===== config.mk =====
export PLATFORM = sky130hd
export DESIGN_NAME = rc4_prga_decrypt
export DESIGN_NICKNAME = d
export VERILOG_FILES = /design/src/rtl/rc4_prga_decrypt.sv
export SDC_FILE = /design/constraint.sdc
export NUM_CORES = 1
export LEC_CHECK = 0
export CORE_ASPECT_RATIO = 1.75
export CORE_MARGIN = 2
export CORE_UTILIZATION = 59
export DETAILED_ROUTE_END_ITERATION = 8
export PLACE_DENSITY = 0.95
export SLEW_MARGIN = 20
export SYNTH_ARGS = -nofsm -noshare
export SYNTH_HDL_FRONTEND = slang
export SYNTH_SLANG_ARGS = --single-unit

===== constraint.sdc =====
create_clock -name clk -period 4.05 [get_ports clk]
set_clock_uncertainty 0.15 [all_clocks]
set_input_delay 1.0125 -clock clk [delete_from_list [all_inputs] [get_ports clk]]
set_output_delay 1.0125 -clock clk [all_outputs]
set_load 0.02 [all_outputs]

===== src/rtl/rc4_prga_decrypt.sv =====
// rc4_prga_decrypt: RC4 PRGA over the shared S memory, XOR with the ciphertext ROM, plaintext to RAM.
// Optional feature macro RC4_EARLY_ABORT_EN: finish at the first plaintext byte outside a..z / space.
module rc4_prga_decrypt #(
   parameter int MSG_LEN = 32,
   parameter int KW      = (MSG_LEN > 1) ? $clog2(MSG_LEN) : 1
) (
   input  logic          clk,
   input  logic          reset,
   input  logic          start_compute,
   output logic          finish_compute,
   output logic          invalid_ascii,
   output logic [7:0]    s_address,
   output logic [7:0]    s_data,
   output logic          s_wren,
   input  logic [7:0]    s_q,
   output logic [KW-1:0] e_address,
   input  logic [7:0]    e_q,
   output logic [KW-1:0] d_address,
   output logic [7:0]    d_data,
   output logic          d_wren
);

   // state   | meaning
   // IDLE    | S port released, wait for start
   // READ_I  | read S[i+1], advance i
   // WAIT_I  | capture si
   // READ_J  | read S[j+si], advance j
   // WAIT_J  | capture sj
   // WRITE_I | S[i] = sj
   // WRITE_J | S[j] = si
   // READ_F  | read S[si+sj] and ciphertext[k]
   // WAIT_F  | capture keystream byte f and ciphertext c
   // WRITE_D | plaintext[k] = f ^ c, check character class
   // DONE    | pulse finish, hold until start drops
   typedef enum logic [3:0] {
      IDLE, READ_I, WAIT_I, READ_J, WAIT_J, WRITE_I, WRITE_J, READ_F, WAIT_F, WRITE_D, DONE
   } state_t;

   state_t        state, state_nxt;
   logic [7:0]    i, j, si, sj, f, c;
   logic [KW-1:0] k;
   logic          done_hold;
   logic [7:0]    pt;
   logic          pt_bad;
   logic          last_byte;

   assign pt        = f ^ c;
   assign pt_bad    = !((pt >= 8'h61 && pt <= 8'h7A) || pt == 8'h20);
   assign last_byte = (k == KW'(MSG_LEN - 1));

   always_ff @(posedge clk or posedge reset) begin
      if (reset) state <= IDLE;
      else       state <= state_nxt;
   end

   always_comb begin
      state_nxt = state;
      case (state)
         IDLE:    if (start_compute) state_nxt = READ_I;
         READ_I:  state_nxt = WAIT_I;
         WAIT_I:  state_nxt = READ_J;
         READ_J:  state_nxt = WAIT_J;
         WAIT_J:  state_nxt = WRITE_I;
         WRITE_I: state_nxt = WRITE_J;
         WRITE_J: state_nxt = READ_F;
         READ_F:  state_nxt = WAIT_F;
         WAIT_F:  state_nxt = WRITE_D;
         WRITE_D: begin
            if (last_byte) state_nxt = DONE;
`ifdef RC4_EARLY_ABORT_EN
            else if (pt_bad) state_nxt = DONE;
`endif
            else state_nxt = READ_I;
         end
         DONE:    if (!start_compute) state_nxt = IDLE;
         default: state_nxt = IDLE;
      endcase
   end

   always_comb begin
      s_address      = '0;
      s_data         = '0;
      s_wren         = 1'b0;
      e_address      = '0;
      d_address      = '0;
      d_data         = '0;
      d_wren         = 1'b0;
      finish_compute = 1'b0;
      case (state)
         READ_I:  s_address = i + 8'd1;
         READ_J:  s_address = j + si;
         WRITE_I: begin
            s_address = i;
            s_data    = sj;
            s_wren    = 1'b1;
         end
         WRITE_J: begin
            s_address = j;
            s_data    = si;
            s_wren    = 1'b1;
         end
         READ_F: begin
            s_address = si + sj;
            e_address = k;
         end
         WRITE_D: begin
            d_address = k;
            d_data    = pt;
            d_wren    = 1'b1;
         end
         DONE:    finish_compute = !done_hold;
         default: ;
      endcase
   end

   // done_hold limits finish_compute to the first DONE cycle
   always_ff @(posedge clk or posedge reset) begin
      if (reset) begin
         i             <= '0;
         j             <= '0;
         k             <= '0;
         si            <= '0;
         sj            <= '0;
         f             <= '0;
         c             <= '0;
         invalid_ascii <= 1'b0;
         done_hold     <= 1'b0;
      end else begin
         done_hold <= (state == DONE);
         case (state)
            IDLE: begin
               if (start_compute) begin
                  i             <= '0;
                  j             <= '0;
                  k             <= '0;
                  invalid_ascii <= 1'b0;
               end
            end
            READ_I: i <= i + 8'd1;
            WAIT_I: si <= s_q;
            READ_J: j <= j + si;
            WAIT_J: sj <= s_q;
            WAIT_F: begin
               f <= s_q;
               c <= e_q;
            end
            WRITE_D: begin
               if (pt_bad)     invalid_ascii <= 1'b1;
               if (!last_byte) k <= k + KW'(1);
            end
            default: ;
         endcase
      end
   end

endmodule


==> key figures <==
Drt
  – Initial DRC count: 206
  – Avg Vias per Cell: 6.18
  – Drt pass-1 iters: 5
  – Drt drc: 0
  – Post-DRT Antenna Nets: 0
  – Via Count: 3228
  – Drt wl/cell: 19.3 um
  – DRT Wirelength: 10.1 mm

Critical path
  – Worst R2R Path Depth: 4
  – Start of the worst register-to-register path: state[2]
  – Crit. End Element: output pin
  – Startpoint Class: register
  – Worst EP arrival: between 2000 and 3000 ps
  – Slack of the worst reg-to-reg path: 1730 ps
  – Reg-to-reg critical path endpoint: f[1]
  – WS Path Type: register to output pin
  – Max Fanout on Critical Path: 19
  – CP required: roughly 2900 ps

Cells and area
  – Share of cells above drive strength 1: 0.156
  – Final instance area: 0.00458 sq mm
  – Fill count: around 420
  – Finished Layout Cells: 522
  – Nets: 475
  – Synth-to-Final Area Change: 22.6%
  – # diodes: 0

Floorplan
  – Die X-Extent: 64.2 um
  – Site row count: 38
  – Die area: 0.00701 sq mm
  – Chip height: between 100 and 150 um
  – Starting Density: 0.605
  – I/O pin count: 57
  – Core area: 0.00618 sq mm

STA
  – Final setup margin: 111 ps
  – Worst slew pin tran: 828 ps
  – RSZ-0062 raised after global routing: no
  – Fin crit share: 0.973
  – Final setup viols: 0
  – Final hold vios: 0
  – Count of final max-slew check failures: 0
  – Fmax: 0.254 GHz
  – Worst rel slew slack: 0.448
  – Sum Neg Setup Slack: 0 ps
  – Final worst path period need: approximately 3900 ps

GRT
  – Initial antenna violation count: 0
  – Largest net degree at the start of global routing: 39
  – Gr ovfl total: 0
  – Number of global-route vias before repair: about 3400
  – First-pass GRT wire length: between 15 and 20 mm
  – GRT Util Overall: 0.298

Place
  – IO buf count: between 50 and 60
  – Placed cells: 506
  – Placed Area: about 0.0044 sq mm
  – DP Wirelength: 7.43 mm
  – Pre-CTS setup slack: 328 ps
  – Gpl congestion: 0.883

Synthesis
  – Count leader, synth: dfrtp_1
  – Cells after Synth: about 380
  – Post-synthesis cell type count: between 50 and 60
  – Top cells by area, synth: dfrtp_1 39%, mux2_2 9.3%, ha_1 5.7%, o21ai_0 3.7%, nand2_1 3.1%
  – Synth area leader: dfrtp_1
  – EDFF count, synth: 0
  – Mapped Nets: slightly above 400
  – Flops & latches, synth: 59
  – Fraction of registers with async set or reset after synthesis: 1.00
  – Seq/Total Area, Yosys: 0.395
  – Synth top area share: 0.395
  – Avg Inst Size Synth: 9.94 sq um
  – Primary FF master, synth: dfrtp_1
  – Yosys synthesis warning count: 0
  – Most frequent cells after synthesis: 59 x dfrtp_1, 31 x mux2_2, 31 x nand2_1
  – Synthesized area: between 0.003 and 0.004 sq mm

CTS
  – Setup bufs post-CTS: 0
  – Clk buf depth: 2
  – CTS tree: built
  – Clk Latency, worst-skew pair: about 350 ps
  – H-Tree Depth: 3
  – CTS sink count: 59
  – TritonCTS Buffers: 9
  – Number of hold buffers added after cts: 0
  – Clock root buffer master: clkbuf_8
  – Worst-path clk slew: about 70 ps

Pwr
  – Sequential share of power: 0.296
  – P_int: around 0.0021 W
  – Combinational Power Share: 0.569
  – PnR Total Power: 0.00392 W
  – Clk pwr share: 0.135
  – Switch Pwr: 0.00177 W
  – VDD IR max: 552 uV
  – Static Leak: 2.07 nW
  – Sw Share: 0.452
  – Pwr dens: 855 mW/mm^2

Worst hold path
  – Hold path startpoint: invalid_ascii
  – Worst hold path depth: 2
  – Hold EP: invalid_ascii
  – Min-delay worst type: register to register

Flow run
  – Max-cap viol count: 0

Status
  – Status: finished, final reports clean
-- cell families after synthesis --
family | count (synthesis) | synth area share
AO/OA/AOI/OAI | 87 | 0.159
buffers and inverters | 25 | 0.0335
adder cells (fa/ha/maj) | 19 | 0.0676
XOR/XNOR | 20 | 0.0469
AND/OR/NAND/NOR | 132 | 0.196
flip-flops | 59 | 0.395
multiplexers | 34 | 0.101
-- worst max-delay path, cell delays in order (launching register included) --
cell	delay (ps)
dfrtp_1	710
nand2b_1	260
nor2_1	70
buf_4	200
a221o_1	370
a211o_1	280
clkdlybuf4s50_1	540
-- power groups by stage --
stage / combinational (W) / clock, W / sequential (W)
final: 0.00223 / 0.000528 / 0.00116
after global routing: 0.00239 / 0.000558 / 0.00119
after CTS: 0.00220 / 0.000532 / 0.00115
after detailed placement: 0.00219 / 0 / 0.00115
after global placement: 0.00212 / 0 / 0.00112
after floorplan: 0.00164 / 0 / 0.00101
-- repair_timing --
action	CTS	global route
hold endpoints to repair	0	0
gates resized for setup	1	4
setup endpoints to repair	1	3
gates cloned	0	0
-- registers in the layout, summed over array words and instances (netlist names) --
register       cells
f                  8
invalid_ascii      1
state              4
i                  8
k                  5
c                  8
sj                 8
j                  8
done_hold          1
si                 8
-- layout make-up --
cell class                      count  area [sq um]  share of cell area
Tap cell                           80           100              0.0218
Sequential cell                    59          1480               0.322
Timing Repair Buffer               65           629               0.137
Inverter                           10          37.5             0.00819
Multi-Input combinational cell    292          2140               0.467
Clock buffer                       13           179              0.0390
Clock inverter                      3          20.0             0.00437
-- layout by cell type, fill, tap and decap left out, types with 3 or more instances in the layout --
cell | synthesis | layout
inv_1 | 10 | 9
and2_1 | 16 | 16
o21ai_0 | 28 | 26
mux2_2 | 31 | 31
a21oi_1 | 8 | 8
clkbuf_8 | 0 | 13
nand4_1 | 4 | 4
xnor2_1 | 10 | 10
nor3b_1 | 4 | 4
o21a_1 | 3 | 3
nor3_1 | 5 | 5
and3_1 | 6 | 6
nand3_1 | 5 | 5
o211ai_1 | 3 | 3
o21ai_1 | 2 | 4
nor2b_1 | 3 | 3
dfrtp_1 | 59 | 59
buf_4 | 1 | 9
a21o_1 | 7 | 7
nor2_1 | 29 | 29
a211oi_1 | 4 | 3
a32oi_1 | 3 | 3
clkdlybuf4s50_1 | 0 | 54
nor2_2 | 4 | 4
a22o_1 | 13 | 13
xor2_1 | 10 | 10
ha_1 | 17 | 17
nand2_1 | 31 | 31
nand2b_1 | 10 | 10
mux2i_1 | 3 | 3
-- worst max path at each step --
stage | start | endpoint | slack (ps) | cells after the start
after global placement | si[0] | s_address[4] | 380 | 7
after floorplan | si[0] | s_address[4] | 1020 | 6
after CTS | j[1] | s_address[5] | 60 | 7
after detailed placement | si[0] | s_address[4] | 330 | 7
final | state[0] | s_address[5] | 110 | 6
after global routing | state[0] | s_address[5] | 8 | 6
-- stage by stage --
stage          hold slack, ps  utilization
6_report                  366        0.742
3_5_place_dp              348        0.709
2_1_floorplan             324            -
3_3_place_gp              344        0.709
5_1_grt                   387        0.742
4_1_cts                   372        0.740
-- metal layers --
metal | track usage | routed length, um
met5 | 0 | 0
met4 | 0.223 | 504
met3 | 0.0379 | 490
met2 | 0.530 | 5430
met1 | 0.319 | 3640
No activity file was read; power rests on OpenSTA's default activity.
